`config.mk`:
```
export PLATFORM = sky130hd
export DESIGN_NAME = ex_sequencer
export DESIGN_NICKNAME = d
export VERILOG_FILES = /design/src/rtl/ex_ctrl_pkg.sv /design/src/rtl/hazard_detect.sv /design/src/rtl/ex_sequencer.sv
export SDC_FILE = /design/constraint.sdc
export NUM_CORES = 1
export LEC_CHECK = 0
export CELL_PAD_IN_SITES_DETAIL_PLACEMENT = 0
export CELL_PAD_IN_SITES_GLOBAL_PLACEMENT = 1
export CORE_AREA = 2 2 89 91
export DETAILED_ROUTE_END_ITERATION = 8
export DIE_AREA = 0 0 91 93
export PLACE_DENSITY_LB_ADDON = 0.1
export SYNTH_ARGS = -nofsm -noshare
export SYNTH_HDL_FRONTEND = slang
export SYNTH_SLANG_ARGS = --single-unit
```
`constraint.sdc`:
```
create_clock -name clk_i -period 3.3 [get_ports clk_i]
set_input_delay 0.66 -clock clk_i [delete_from_list [all_inputs] [get_ports clk_i]]
set_output_delay 0.66 -clock clk_i [all_outputs]
set_load 0.05 [all_outputs]
```
`src/rtl/ex_ctrl_pkg.sv`:
```
// EX sequencer shared types and sizes.
// FSM state encoding and counter widths.
package ex_ctrl_pkg;

  typedef enum logic [0:0] {
    ST_RUN     = 1'b0,
    ST_MD_WAIT = 1'b1
  } seq_state_e;

  localparam int MD_TIMEOUT_DEF = 100;
  localparam int MD_CNT_W       = 16;
  localparam int STALL_CNT_W    = 32;

endpackage

```
`src/rtl/hazard_detect.sv`:
```
// Load-use hazard compare between EX load and ID sources.
// Purely combinational.
module hazard_detect (
  input  logic       ex_valid_i,
  input  logic       ex_mem_read_i,
  input  logic [4:0] ex_rd_i,
  input  logic       id_valid_i,
  input  logic [4:0] id_rs1_i,
  input  logic [4:0] id_rs2_i,
  input  logic       id_uses_rs2_i,
  output logic       hazard_o
);

  logic rs1_hit;
  logic rs2_hit;

  assign rs1_hit  = (ex_rd_i == id_rs1_i);
  assign rs2_hit  = id_uses_rs2_i & (ex_rd_i == id_rs2_i);
  assign hazard_o = ex_valid_i & ex_mem_read_i
                  & (ex_rd_i != 5'd0) & id_valid_i
                  & (rs1_hit | rs2_hit);

endmodule

```
`src/rtl/ex_sequencer.sv`:
```
// Pipeline stall/flush sequencer around the EX stage.
// Handles mem freeze, branch flush, mul/div wait and load-use.
module ex_sequencer
  import ex_ctrl_pkg::*;
#(
  parameter int MD_TIMEOUT = MD_TIMEOUT_DEF
) (
  input  logic        clk_i,
  input  logic        rst_i,
  input  logic        id_valid_i,
  input  logic [4:0]  id_rs1_i,
  input  logic [4:0]  id_rs2_i,
  input  logic        id_uses_rs2_i,
  input  logic        ex_valid_i,
  input  logic        ex_mem_read_i,
  input  logic [4:0]  ex_rd_i,
  input  logic        ex_multicycle_i,
  input  logic        branch_taken_i,
  input  logic        mem_busy_i,
  input  logic        md_done_i,
  output logic        pc_write_o,
  output logic        if_id_write_o,
  output logic        id_ex_bubble_o,
  output logic        if_id_flush_o,
  output logic        ex_hold_o,
  output logic        md_start_o,
  output logic        md_abort_o,
  output logic        md_timeout_o,
  output logic [31:0] stall_cnt_o
);

  localparam logic [MD_CNT_W-1:0] MD_LAST = MD_CNT_W'(MD_TIMEOUT - 1);

  seq_state_e             state_q, state_d;
  logic [MD_CNT_W-1:0]    md_cnt_q, md_cnt_d;
  logic                   timeout_q, timeout_d;
  logic [STALL_CNT_W-1:0] stall_q, stall_d;
  logic                   hazard;

  hazard_detect u_hazard (
    .ex_valid_i    (ex_valid_i),
    .ex_mem_read_i (ex_mem_read_i),
    .ex_rd_i       (ex_rd_i),
    .id_valid_i    (id_valid_i),
    .id_rs1_i      (id_rs1_i),
    .id_rs2_i      (id_rs2_i),
    .id_uses_rs2_i (id_uses_rs2_i),
    .hazard_o      (hazard)
  );

  // Control outputs and next-state for the FSM and its counters.
  always_comb begin
    pc_write_o     = 1'b1;
    if_id_write_o  = 1'b1;
    id_ex_bubble_o = 1'b0;
    if_id_flush_o  = 1'b0;
    ex_hold_o      = 1'b0;
    md_start_o     = 1'b0;
    md_abort_o     = 1'b0;
    state_d        = state_q;
    md_cnt_d       = md_cnt_q;
    timeout_d      = timeout_q;
    if (rst_i) begin
      pc_write_o     = 1'b0;
      if_id_write_o  = 1'b0;
      id_ex_bubble_o = 1'b1;
    end else begin
      unique case (state_q)
        ST_RUN: begin
          if (mem_busy_i) begin
            pc_write_o    = 1'b0;
            if_id_write_o = 1'b0;
            ex_hold_o     = 1'b1;
          end else if (ex_valid_i && branch_taken_i) begin
            if_id_flush_o  = 1'b1;
            id_ex_bubble_o = 1'b1;
          end else if (ex_valid_i && ex_multicycle_i) begin
            md_start_o    = 1'b1;
            pc_write_o    = 1'b0;
            if_id_write_o = 1'b0;
            ex_hold_o     = 1'b1;
            state_d       = ST_MD_WAIT;
            md_cnt_d      = '0;
          end else if (hazard) begin
            pc_write_o     = 1'b0;
            if_id_write_o  = 1'b0;
            id_ex_bubble_o = 1'b1;
          end
        end
        ST_MD_WAIT: begin
          if (md_done_i) begin
            state_d = ST_RUN;
          end else if (md_cnt_q == MD_LAST) begin
            md_abort_o = 1'b1;
            timeout_d  = 1'b1;
            state_d    = ST_RUN;
          end else begin
            pc_write_o    = 1'b0;
            if_id_write_o = 1'b0;
            ex_hold_o     = 1'b1;
            md_cnt_d      = md_cnt_q + MD_CNT_W'(1);
          end
          if (mem_busy_i) begin
            pc_write_o    = 1'b0;
            if_id_write_o = 1'b0;
            ex_hold_o     = 1'b1;
          end
        end
      endcase
    end
  end

  // Saturating count of cycles with the PC frozen.
  always_comb begin
    stall_d = stall_q;
    if (!pc_write_o && (stall_q != '1)) begin
      stall_d = stall_q + STALL_CNT_W'(1);
    end
  end

  // State and counter registers with synchronous reset.
  always_ff @(posedge clk_i) begin
    if (rst_i) begin
      state_q   <= ST_RUN;
      md_cnt_q  <= '0;
      timeout_q <= 1'b0;
      stall_q   <= '0;
    end else begin
      state_q   <= state_d;
      md_cnt_q  <= md_cnt_d;
      timeout_q <= timeout_d;
      stall_q   <= stall_d;
    end
  end

  assign md_timeout_o = timeout_q & ~rst_i;
  assign stall_cnt_o  = rst_i ? '0 : stall_q;

endmodule

```
## Yosys cells after proc, flatten, opt, wreduce, memory -nomap -nowiden

Cells that the tools add are included.

| word-level totals | value |
|---|---|
| register bits after elaboration | 50 |
| bits of input ports | 25 |
| output and inout bits | 40 |
| word-level logic and storage cells | 73 |

| operators by class | value |
|---|---|
| $add $sub $neg | 2 |
| eq/ne operators | 9 |
| mux-type cells | 41 |
| bitwise gates (word level) | 10 |
| reductions and logical operators | 7 |

Operators with widths:

| kind | count |
|---|---|
| 16-bit 2-to-1 mux | 5 |
| 32-bit by 1-bit adder with 32-bit output, second input constant | 1 |
| 32-bit 2-to-1 mux | 1 |
| 32-bit inequality test, second input constant | 1 |
| 16-bit one-hot mux with 2 select lines | 1 |
| 1-bit 2-to-1 mux | 31 |
| 16-bit by 1-bit adder with 16-bit output, second input constant | 1 |
| 16-bit by 7-bit == test with 1-bit output, second input constant | 1 |
| 5-bit == test | 2 |
| 2-bit inequality test, second input constant | 5 |
| 1-bit AND | 6 |
| 1-bit one-hot mux with 2 select lines | 3 |
| 5-bit AND reduction | 1 |
| 5-bit nonzero test | 1 |
| 1-bit logical AND | 3 |
| 1-bit inverter | 3 |
| 3-bit AND reduction | 1 |
| 1-bit zero test | 1 |
| 1-bit bitwise OR | 1 |

## Depth between registers and ports, before layout

Gate-level depths: netlist of run 1.

| logic depth | value |
|---|---|
| depth in word-level cells | 12 |
| mapped depth | 10 |
| depth with buffers taken out | 8 |

## Hierarchy

A second synthesis of run 1 with hierarchy kept.

| second synthesis, totals | value |
|---|---|
| cells, all modules | 368 |
| area total of the unflattened synthesis | 3051.7 µm² |

Modules (own cells, without submodules):

| module | times used | cells each | area each (µm²) | sequential area each (µm²) |
|---|---|---|---|---|
| ex_sequencer | 1 | 351 | 2921.6 | 1001.0 |
| hazard_detect | 1 | 17 | 130.1 | 0.0 |

## Worst setup path after synthesis of run 1

OpenSTA, ideal clock, no wires.

| timing | value |
|---|---|
| path kind | input -> output |
| start | input port rst_i |
| end | output port if_id_flush_o |
| data arrival time | 2587 ps |
| data required time | 2640 ps |
| slack | 53 ps |
| stages on the path | 3 |
| path buffers | 2 |
| cell sequence | clkbuf_1 > clkbuf_1 > nor4_1 |

| between the ends | value |
|---|---|
| longest elaborated chain between the ends | 1 |

RTL lines:

| element | RTL line | text |
|---|---|---|
| start: declaration | ex_sequencer.sv:9 | `input logic rst_i,` |
| 1-bit 2-to-1 mux | ex_sequencer.sv:63 | `if (rst_i) begin` |
| end: declaration | ex_sequencer.sv:24 | `output logic if_id_flush_o,` |

No other way between the ends.

## Worst setup path in the final report of run 1

| timing | value |
|---|---|
| start | input port ex_rd_i[4] |
| end | output port id_ex_bubble_o |

| between the ends | value |
|---|---|
| longest elaborated chain between the ends | 10 |

RTL lines:

| element | RTL line | text |
|---|---|---|
| start: declaration | ex_sequencer.sv:16 | `input logic [4:0] ex_rd_i,` |
| 5-bit == test or 5-bit nonzero test (tied branches) | hazard_detect.sv:18, hazard_detect.sv:20 |  |
| 1-bit AND, on equally long branches | hazard_detect.sv:18, hazard_detect.sv:20 |  |
| 1-bit bitwise OR or 1-bit AND (tied branches) | hazard_detect.sv:21, hazard_detect.sv:20 |  |
| 1-bit AND (*) | hazard_detect.sv:21 | `& (rs1_hit \| rs2_hit);` |
| 1-bit 2-to-1 mux (*) | ex_sequencer.sv:84 | `end else if (hazard) begin` |
| 1-bit 2-to-1 mux (*) | ex_sequencer.sv:77 | `end else if (ex_valid_i && ex_multicycle_i) begin` |
| 1-bit 2-to-1 mux (*) | ex_sequencer.sv:74 | `end else if (ex_valid_i && branch_taken_i) begin` |
| 1-bit 2-to-1 mux (*) | ex_sequencer.sv:70 | `if (mem_busy_i) begin` |
| 1-bit 2-to-1 mux (*) | ex_sequencer.sv:68 | `unique case (state_q)` |
| 1-bit 2-to-1 mux (*) | ex_sequencer.sv:63 |  |
| end: declaration | ex_sequencer.sv:23 | `output logic id_ex_bubble_o,` |

Mark *: on every way between the ends. The rest lies on a longest branch, timed or not.

==> key figures, run 1 <==
Status
  • Outcome: finished, final reports clean

Clock network
  • Clock root buffer: clkbuf_8
  • Clock Sinks: 50
  • CTS tree: built
  • PostCTS Resize Cnt: 0
  • Postcts setup bufs: 0
  • Clock-pin transition on the worst setup and hold timing paths: 90 ps
  • TritonCTS buffer count: 5
  • Clock Latency Late Sink: 300 ps
  • Deepest clock path buffer count: 2
  • Post-CTS Hold Fix Bufs: 0
  • H-tree Lvls: 2

Critical path
  • Crit Reg-Reg Startpoint: md_cnt_q[0]
  • Crit path arrival time: 2410 ps
  • Worst R2R Setup Slack: 930 ps
  • Worst setup SP type: input pin
  • R2R depth: 9
  • Critical Path Start: ex_rd_i[4]
  • Critical Path Fanout Max: 3
  • Worst Setup EP: id_ex_bubble_o
  • Req. time, crit path: 2640 ps
  • Crit Path Category: input pin to output port
  • R2R Path End: stall_q[3]
  • Setup crit end kind: output port

Yosys
  • Cell variety after synth: 50
  • Syn Nets: 376
  • Cell taking the most area after synthesis: dfxtp_1
  • Main area contributors after synthesis: dfxtp_1, xor2_1, nor2_1
  • Syn_area_per_cell: 8.32 um^2
  • Most common cell in the netlist: nor2_1
  • EDFF count, synth: 0
  • Post-synth top area share: 34.5%
  • Sequential fraction of the synthesis area: 34.5%
  • Syn Inst Count: 349
  • Cell area after synthesis: 2910 um^2
  • Post-synth top cells: nor2_1, dfxtp_1, xor2_1
  • Primary FF master, synth: dfxtp_1
  • Ys Warns: 0
  • Synth async-reset ratio: 0%
  • FF+latch count, synth: 50

Layout
  • Layout area overhead: 29.4%
  • Ant. Diodes: 0
  • Util after Layout: 50.0%
  • Multi-input gate area: 1790 um^2
  • Layout Cells excl Fill: 516
  • # fillers: 797
  • Layout cells sized above 1: 12.3%
  • Register Area: 1000 um^2
  • Design Area, Final: 3760 um^2
  • Layout net count: 440

Global routing
  • First-pass GRT wire length: 11.1 mm
  • GR Overflow Total: 0
  • Largest net degree at the start of global routing: 27
  • Antenna violations before repair: 0
  • Gr usage total: 15.8%
  • Number of global-route vias before repair: 2373

Timing
  • RSZ-0062 raised after global routing: no
  • Worst Clk Skew: 14.0 ps
  • Final Hold Vio Count: 0
  • Worst-margin pin slew: 633 ps
  • Min Clock Period, post-route: 3070 ps
  • Final Max Slew Viols: 0
  • Headroom to the max-slew limit: 57.8%
  • Hold_ws: 513 ps
  • Setup violators final: 0
  • Final Cycle Share: 93.0%
  • Final setup TNS: 0 ps
  • Max Clock Freq: 326 MHz

Detailed routing
  • Detailed-route wire length per cell: 12.8 um
  • Wl on met1: 3.11 mm
  • Met3 wire length: 208 um
  • Via density: 4.84
  • DRC Markers: 0
  • Metal2 WL: 3.21 mm
  • Post-Route WL: 6.58 mm
  • 1st-pass router iterations: 4
  • DR iter-0 viols: 63
  • Post-route ant nets: 0
  • Max layer used: met4
  • Vias: 2496

Placement
  • Buffers on Ports: 64
  • GP Congestion: 0.781
  • Inst Count DP: 508
  • Hpwl dp: 4.99 mm
  • Placed Area: 3660 um^2

Min path
  • Worst Hold Class: flop to flop
  • Hold Path Stages: 2

Die
  • Die area: 8460 um^2
  • Die X: 91 um
  • Chip height: 93 um
  • # rows: 32
  • Initial cell density of the core: 38.6%
  • # IOs: 65
  • Core Region: 7530 um^2

Power
  • Static leakage: 1.36 nW
  • VDD IR max: 0.000123 V
  • Power Density: 301 nW/um^2

Job
  • # Max-Cap Violations: 0
-- how the worst min path moves through the flow --
stage / from / slack, ps / endpoint
2_1_floorplan: stall_q[1] / 470 / stall_q[1]
3_3_place_gp: md_cnt_q[1] / 490 / md_cnt_q[1]
3_5_place_dp: md_cnt_q[1] / 500 / md_cnt_q[1]
4_1_cts: md_cnt_q[1] / 510 / md_cnt_q[1]
5_1_grt: stall_q[1] / 560 / stall_q[1]
6_report: md_cnt_q[1] / 510 / md_cnt_q[1]
-- layout make-up --
class	count	share of cell area [%]
flip-flops and latches	50	26.6
well taps	102	3.39
multi-input cells	277	47.7
clock buffers	6	2.20
repair buffers	72	19.0
inverters	7	0.699
clock inverters	2	0.333
-- state kept, by name (all words and copies together), names as in the netlist --
register / count
md_cnt_q: 16
state_q: 1
stall_q: 32
timeout_q: 1
-- kinds of logic (layout without fill, tap and decap cells) --
logic type	Yosys count	count (layout)	share of synthesized area [%]
flip-flops	50	50	34.5
XOR/XNOR	47	47	14.2
multiplexers	4	4	1.81
AND/OR/NAND/NOR	203	203	39.4
AO/OA/AOI/OAI	21	21	5.56
adder cells (fa/ha/maj)	2	2	0.861
buffers and inverters	22	87	3.79
-- worst max-delay path, stage by stage --
cell and delay [ps]:
clkdlybuf4s50_1 550, xnor2_1 140, nand3_1 90, o22ai_1 250, a32oi_1 140, o31ai_1 380
buf_12 190
-- where the power goes --
part           internal, W  switching (W)  total [W]
Combinational    0.0000666      0.0000747   0.000141
Sequential        0.000607     0.00000612   0.000614
Clock             0.000169       0.000209   0.000378
-- layout by cell type (no fill, tap or decap), types with 10 or more instances in the layout --
cell | Yosys | final
nand2_1 | 23 | 23
nand4_1 | 20 | 20
xor2_1 | 31 | 31
nand3_1 | 22 | 22
nor2b_1 | 30 | 30
dfxtp_1 | 50 | 50
buf_4 | 1 | 12
and3_1 | 10 | 10
clkdlybuf4s50_1 | 0 | 56
nor2_1 | 56 | 56
xnor2_1 | 16 | 16
-- metal layers --
metal | up-vias | track usage, %
li1 | 1317 | -
met1 | 1137 | 20.4
met2 | 37 | 27.4
met3 | 5 | 3.14
met4 | 0 | 3.79
met5 | - | 0
-- stage by stage --
stage          setup WS [ps]  total power (W)
2_1_floorplan           52.6         0.000709
3_3_place_gp             302         0.000769
3_5_place_dp             232         0.000770
4_1_cts                  229          0.00115
5_1_grt                  136          0.00119
6_report                 232          0.00113
Note: power is estimated with default switching activity, not from simulation.
==> run 2, diff against run 1 <==
--- a/config.mk
+++ b/config.mk
@@ -7,9 +7,9 @@
 export LEC_CHECK = 0
 export CELL_PAD_IN_SITES_DETAIL_PLACEMENT = 0
 export CELL_PAD_IN_SITES_GLOBAL_PLACEMENT = 1
-export CORE_AREA = 2 2 89 91
+export CORE_AREA = 4 4 94 96
 export DETAILED_ROUTE_END_ITERATION = 8
-export DIE_AREA = 0 0 91 93
+export DIE_AREA = 0 0 98 100
 export PLACE_DENSITY_LB_ADDON = 0.1
 export SYNTH_ARGS = -nofsm -noshare
 export SYNTH_HDL_FRONTEND = slang
==> constraint.sdc (replaced) <==
create_clock -name clk_i -period 2.9 [get_ports clk_i]
set_input_delay 0.58 -clock clk_i [delete_from_list [all_inputs] [get_ports clk_i]]
set_output_delay 0.58 -clock clk_i [all_outputs]
set_load 0.05 [all_outputs]
==> run 2 against run 1 <==
Compared with the run above: total power increased by 16%; sequential cell count did not move; register-to-register slack lost 320 ps; die area up 16%; final cell count is 1.2% higher.
==> key figures, run 2 (synthesized netlist as in run 1, its figures left out) <==
Status
  • Outcome: finished, final reports clean

Placement
  • Buffers on Ports: 64
  • Hpwl dp: 5.22 mm
  • GP Congestion: 0.780
  • Placed Area: 3660 um^2

Clock network
  • Clock root buffer: clkbuf_8
  • H-tree Lvls: 2
  • Clock-pin transition on the worst setup and hold timing paths: 100 ps
  • Postcts setup bufs: 0
  • Clock Sinks: 50
  • TritonCTS buffer count: 5
  • Clock Latency Late Sink: 310 ps
  • CTS tree: built
  • Deepest clock path buffer count: 2

Critical path
  • Critical Path Fanout Max: 17
  • Critical Path Start: ex_valid_i
  • Crit Path Category: input pin to output port
  • Setup crit end kind: output port
  • R2R depth: 6
  • R2R Path End: stall_q[3]
  • Worst setup SP type: input pin
  • Req. time, crit path: 2320 ps
  • Worst Setup EP: if_id_write_o
  • Crit Reg-Reg Startpoint: stall_q[6]
  • Crit path arrival time: 2170 ps
  • Worst R2R Setup Slack: 610 ps

Layout
  • Ant. Diodes: 0
  • # fillers: 852
  • Layout net count: 443
  • Layout area overhead: 30.1%
  • Max reg flops: 32
  • Most frequent cells in the layout: nor2_1, dfxtp_1, buf_4
  • Biggest register: stall_q
  • Design Area, Final: 3780 um^2
  • Top Registers: stall_q x32, md_cnt_q x16
  • Layout cells sized above 1: 20.1%
  • Commonest non-fill, non-tap cell in the layout: nor2_1

Timing
  • Worst Clk Skew: 9.48 ps
  • Setup violators final: 0
  • Final setup TNS: 0 ps
  • RSZ-0062 raised after global routing: no
  • Min Clock Period, post-route: 2750 ps
  • Final Hold Vio Count: 0
  • Worst-margin pin slew: 625 ps
  • Final Max Slew Viols: 0
  • Max Clock Freq: 364 MHz
  • Final Cycle Share: 94.8%
  • Headroom to the max-slew limit: 58.3%

Die
  • Initial cell density of the core: 36.1%
  • Core Region: 8050 um^2
  • Chip height: 100 um
  • Die area: 9800 um^2
  • # IOs: 65
  • Die X: 98 um
  • # rows: 33

Power
  • Clk pwr share: 34.0%
  • Cell Int Power: 0.000951 W
  • VDD IR max: 0.000193 V
  • Power Density: 346 nW/um^2
  • Sequential fraction of design power: 53.3%
  • Gate power share: 12.7%
  • Static leakage: 1.49 nW
  • Sw Ratio: 27.3%
  • Net Sw Power: 0.000358 W

Global routing
  • Number of global-route vias before repair: 2586
  • Gr usage total: 14.4%
  • First-pass GRT wire length: 11.9 mm
  • Largest net degree at the start of global routing: 28
  • Antenna violations before repair: 0
  • GR Overflow Total: 0

Min path
  • Worst Hold Class: flop to flop

Detailed routing
  • Vias: 2564
  • Via density: 4.91
  • DR iter-0 viols: 71
  • Post-Route WL: 6.88 mm
  • Post-route ant nets: 0
  • Detailed-route wire length per cell: 13.2 um
  • 1st-pass router iterations: 4
  • DRC Markers: 0

Job
  • # Max-Cap Violations: 0
==> run 2: worst min path at each step <==
| stage | start | to | depth (start not counted) |
|---|---|---|---|
| after floorplan | stall_q[1] | stall_q[1] | 2 |
| after global placement | md_cnt_q[1] | md_cnt_q[1] | 2 |
| after detailed placement | stall_q[1] | stall_q[1] | 2 |
| after CTS | stall_q[1] | stall_q[1] | 2 |
| after global routing | md_cnt_q[0] | md_cnt_q[0] | 1 |
| final | md_cnt_q[0] | md_cnt_q[0] | 1 |
==> run 2: power groups by stage <==
stage / clock network [W] / logic [W] / registers, W
after detailed placement: 0 / 0.000168 / 0.000714
after CTS: 0.000465 / 0.000168 / 0.000698
after floorplan: 0 / 0.0000943 / 0.000713
after global routing: 0.000493 / 0.000181 / 0.000700
final: 0.000445 / 0.000166 / 0.000698
after global placement: 0 / 0.000168 / 0.000714
==> run 2: through the flow <==
| step | power [W] | hold WS, ps | worst slack, ps | util [%] | std cells |
|---|---|---|---|---|---|
| CTS | 0.00133 | 512 | 41.4 | 46.6 | 522 |
| global route | 0.00137 | 512 | 19.5 | 46.9 | 522 |
| global placement | 0.000882 | 495 | 67.3 | 45.4 | 514 |
| floorplan | 0.000807 | 474 | 39.8 | - | 349 |
| detailed placement | 0.000882 | 497 | 70.5 | 45.4 | 514 |
| finish | 0.00131 | 484 | 150 | 46.9 | 522 |
==> run 2: what timing repair did <==
action                     in CTS  in global routing
gates resized for setup         0                  8
hold endpoints to repair        0                  0
hold buffers                    0                  0
setup endpoints to repair       0                  3
==> run 2: area by class of cell <==
type | instances | area [um^2] | share of cell area, %
sequential | 50 | 1000 | 26.5
inverter | 7 | 26.3 | 0.695
clock inverter | 3 | 28.8 | 0.761
tap | 105 | 131 | 3.48
clock buffer | 5 | 68.8 | 1.82
multi-input combinational | 277 | 1810 | 47.9
timing repair buffer | 75 | 711 | 18.8
==> run 2: layer usage <==
layer  share of wire [%]  GRT usage (%)  wire length, um  vias to the layer above
li1                    -              -                -                     1327
met1                  46           16.9             3170                     1193
met2                  49           26.3             3400                       38
met3                 3.5           3.13              239                        6
met4                 1.0           3.83               72                        0
met5                   0              0                0                        -
==> run 2: critical path: stages <==
cell             delay [ps]
clkdlybuf4s50_1         480
nand2_1                  80
or3_4                   370
nand4_1                 110
a31o_1                  150
buf_12                  160
inv_2                    50
buf_4                   180
==> patch: new RTL, flow settings as in run 2 <==
The package constant `MD_CNT_W` goes from 16 to 32.
--- a/src/rtl/ex_ctrl_pkg.sv
+++ b/src/rtl/ex_ctrl_pkg.sv
@@ -8,7 +8,7 @@
   } seq_state_e;
 
   localparam int MD_TIMEOUT_DEF = 100;
-  localparam int MD_CNT_W       = 16;
+  localparam int MD_CNT_W       = 32;
   localparam int STALL_CNT_W    = 32;
 
 endpackage
Check against the original RTL: same outputs for any inputs over 10 cycles, from zero or initial values and one cycle with rst_i high; that may be too few to reach the edited logic, so the function may still have changed.
==> patch against run 2 <==
Sequential power grew 31%. Cell count grew 20%. Global-route usage grew 3.7 points. Maximum frequency shrank 2.5%. Register-to-register slack lost 200 ps. Sequential share of layout area grew 1.7 points. Core utilization grew 11 points. Wire length grew 26%. Sequential cell count grew 16. Synthesized area grew 27%. Clock power grew 62%. Total power grew 38%. Setup slack lost 72 ps. Cell area grew 24%. Critical endpoint is now pc_write_o.
==> patch: results (changes against run 2) <==
metric,value,unit,change
sequential element share of the synthesized area,35.94,%,+1.5 points
layout cells sized above 1,17.78,%,-2.4 points
post-route cell area,0.004679,mm²,+24%
sequential cell area,0.001321,mm²,+32%
sw power,0.4675,mW,+31%
P_seq,0.917,mW,+31%
status,"finished, final reports clean",,
Hold EP,stall_q[30]$_SDFFE_PP0P_,,
hold_sp,stall_q[30]$_SDFFE_PP0P_,,
NonClk Buf Share,15.67,%,-3.1 points
top post-synthesis cells by count,"66 x dfxtp_1, 64 x nor2_1, 39 x nand2_1",,
critical-path maximum fanout,9,,-8
CP Launch Point,ex_rd_i[4],,
Slew HR,65.49,%,+7.2 points
largest cells by area after synthesis,"dfxtp_1 36%, xor2_1 7.9%, nor2_1 6.5%",,
HPWL after DPL,6427,µm,+23%
Worst R2R Setup Slack,410,ps,-200 ps
Max IR drop VDD,0.3148,mV,+63%
later-pin clock latency in the skew report,340,ps,+30 ps
first-pass GRT wire length,14770,µm,+24%
worst hold path type,flop to flop,,
CP max stage delay,540,ps,+60 ps
DRT Wirelength,8668,µm,+26%
Inverters,8,,+1
met3 track demand over resource,3.058,%,-0.069 points
routing usage on met1,22.74,%,+5.8 points
LEAKAGE,1.730,nW,+16%
Vias,3289,,+28%
hold path depth,2,,+1
P_comb,0.170,mW,+2%
GP Congestion,0.8431,,+8.2%
1st-iter DRT viols,71,,unchanged
WL met3,188,µm,-21%
CTS sink count,66,,+32%
vias in the first global route,3197,,+24%
Mapped Nets,472,,+26%
largest net degree at the start of global routing,31,,+11%
DR WL met2,4306,µm,+27%
Worst R2R Path Depth,8,,+2
Layout Skew,9.436,ps,-0.04027 ps
"Reg clk slew, reported paths",70,ps,-30 ps
most common cell in the netlist,dfxtp_1,,
Finished Core Util,58.12,%,+11 points
reg2reg end,stall_q[9]$_SDFFE_PP0P_,,
number of multi-input logic gates,354,,+28%
fillers,777,,-8.8%
pre-CTS setup slack,-19.40,ps,-89.87 ps
Non-Clock Buffer Count,79,,+5.3%
largest registers,"md_cnt_q x32, stall_q x32",,
Inst Count DP,611,,+19%
H-tree depth,3,,+1
fin crit share,97.32,%,+2.5 points
GRT Overall Usage,18.09,%,+3.7 points
Avg Inst Size Synth,8.261,µm²,-0.77%
Nets,545,,+23%
CTS Buf Count,9,,+4
placed cell areas,0.004477,mm²,+22%
Min Hold Slack,487.6,ps,+3.840 ps
FF-to-FF Start,stall_q[0]$_SDFFE_PP0P_,,
clk cell area share,3.877,%,+1.3 points
-- patch: cells by family (layout without fill, tap and decap cells) --
| logic type | Yosys count | in the layout | synth area share [%] |
|---|---|---|---|
| flip-flops | 66 | 66 | 35.94 |
| multiplexers | 11 | 11 | 3.370 |
| adder cells (fa/ha/maj) | 2 | 2 | 0.6806 |
| XOR/XNOR | 48 | 48 | 11.44 |
| buffers and inverters | 25 | 103 | 2.757 |
| AO/OA/AOI/OAI | 49 | 49 | 9.804 |
| AND/OR/NAND/NOR | 244 | 244 | 36.01 |
-- patch: worst max-delay path, delay by kind of cell --
family	cells	cell delay (ps)
AOI/OAI and AO/OA	1	220
xor gates and xnor gates	1	140
and+or+nand+nor	3	430
buffers and inverters	3	870
-- patch: timing repair --
| item | CTS | global route |
|---|---|---|
| buffers inserted | 1 | 0 |
| gates resized for setup | 0 | 3 |
| pin swaps | 1 | 1 |
| setup endpoints to repair | 2 | 4 |
| hold buffers | 0 | 0 |
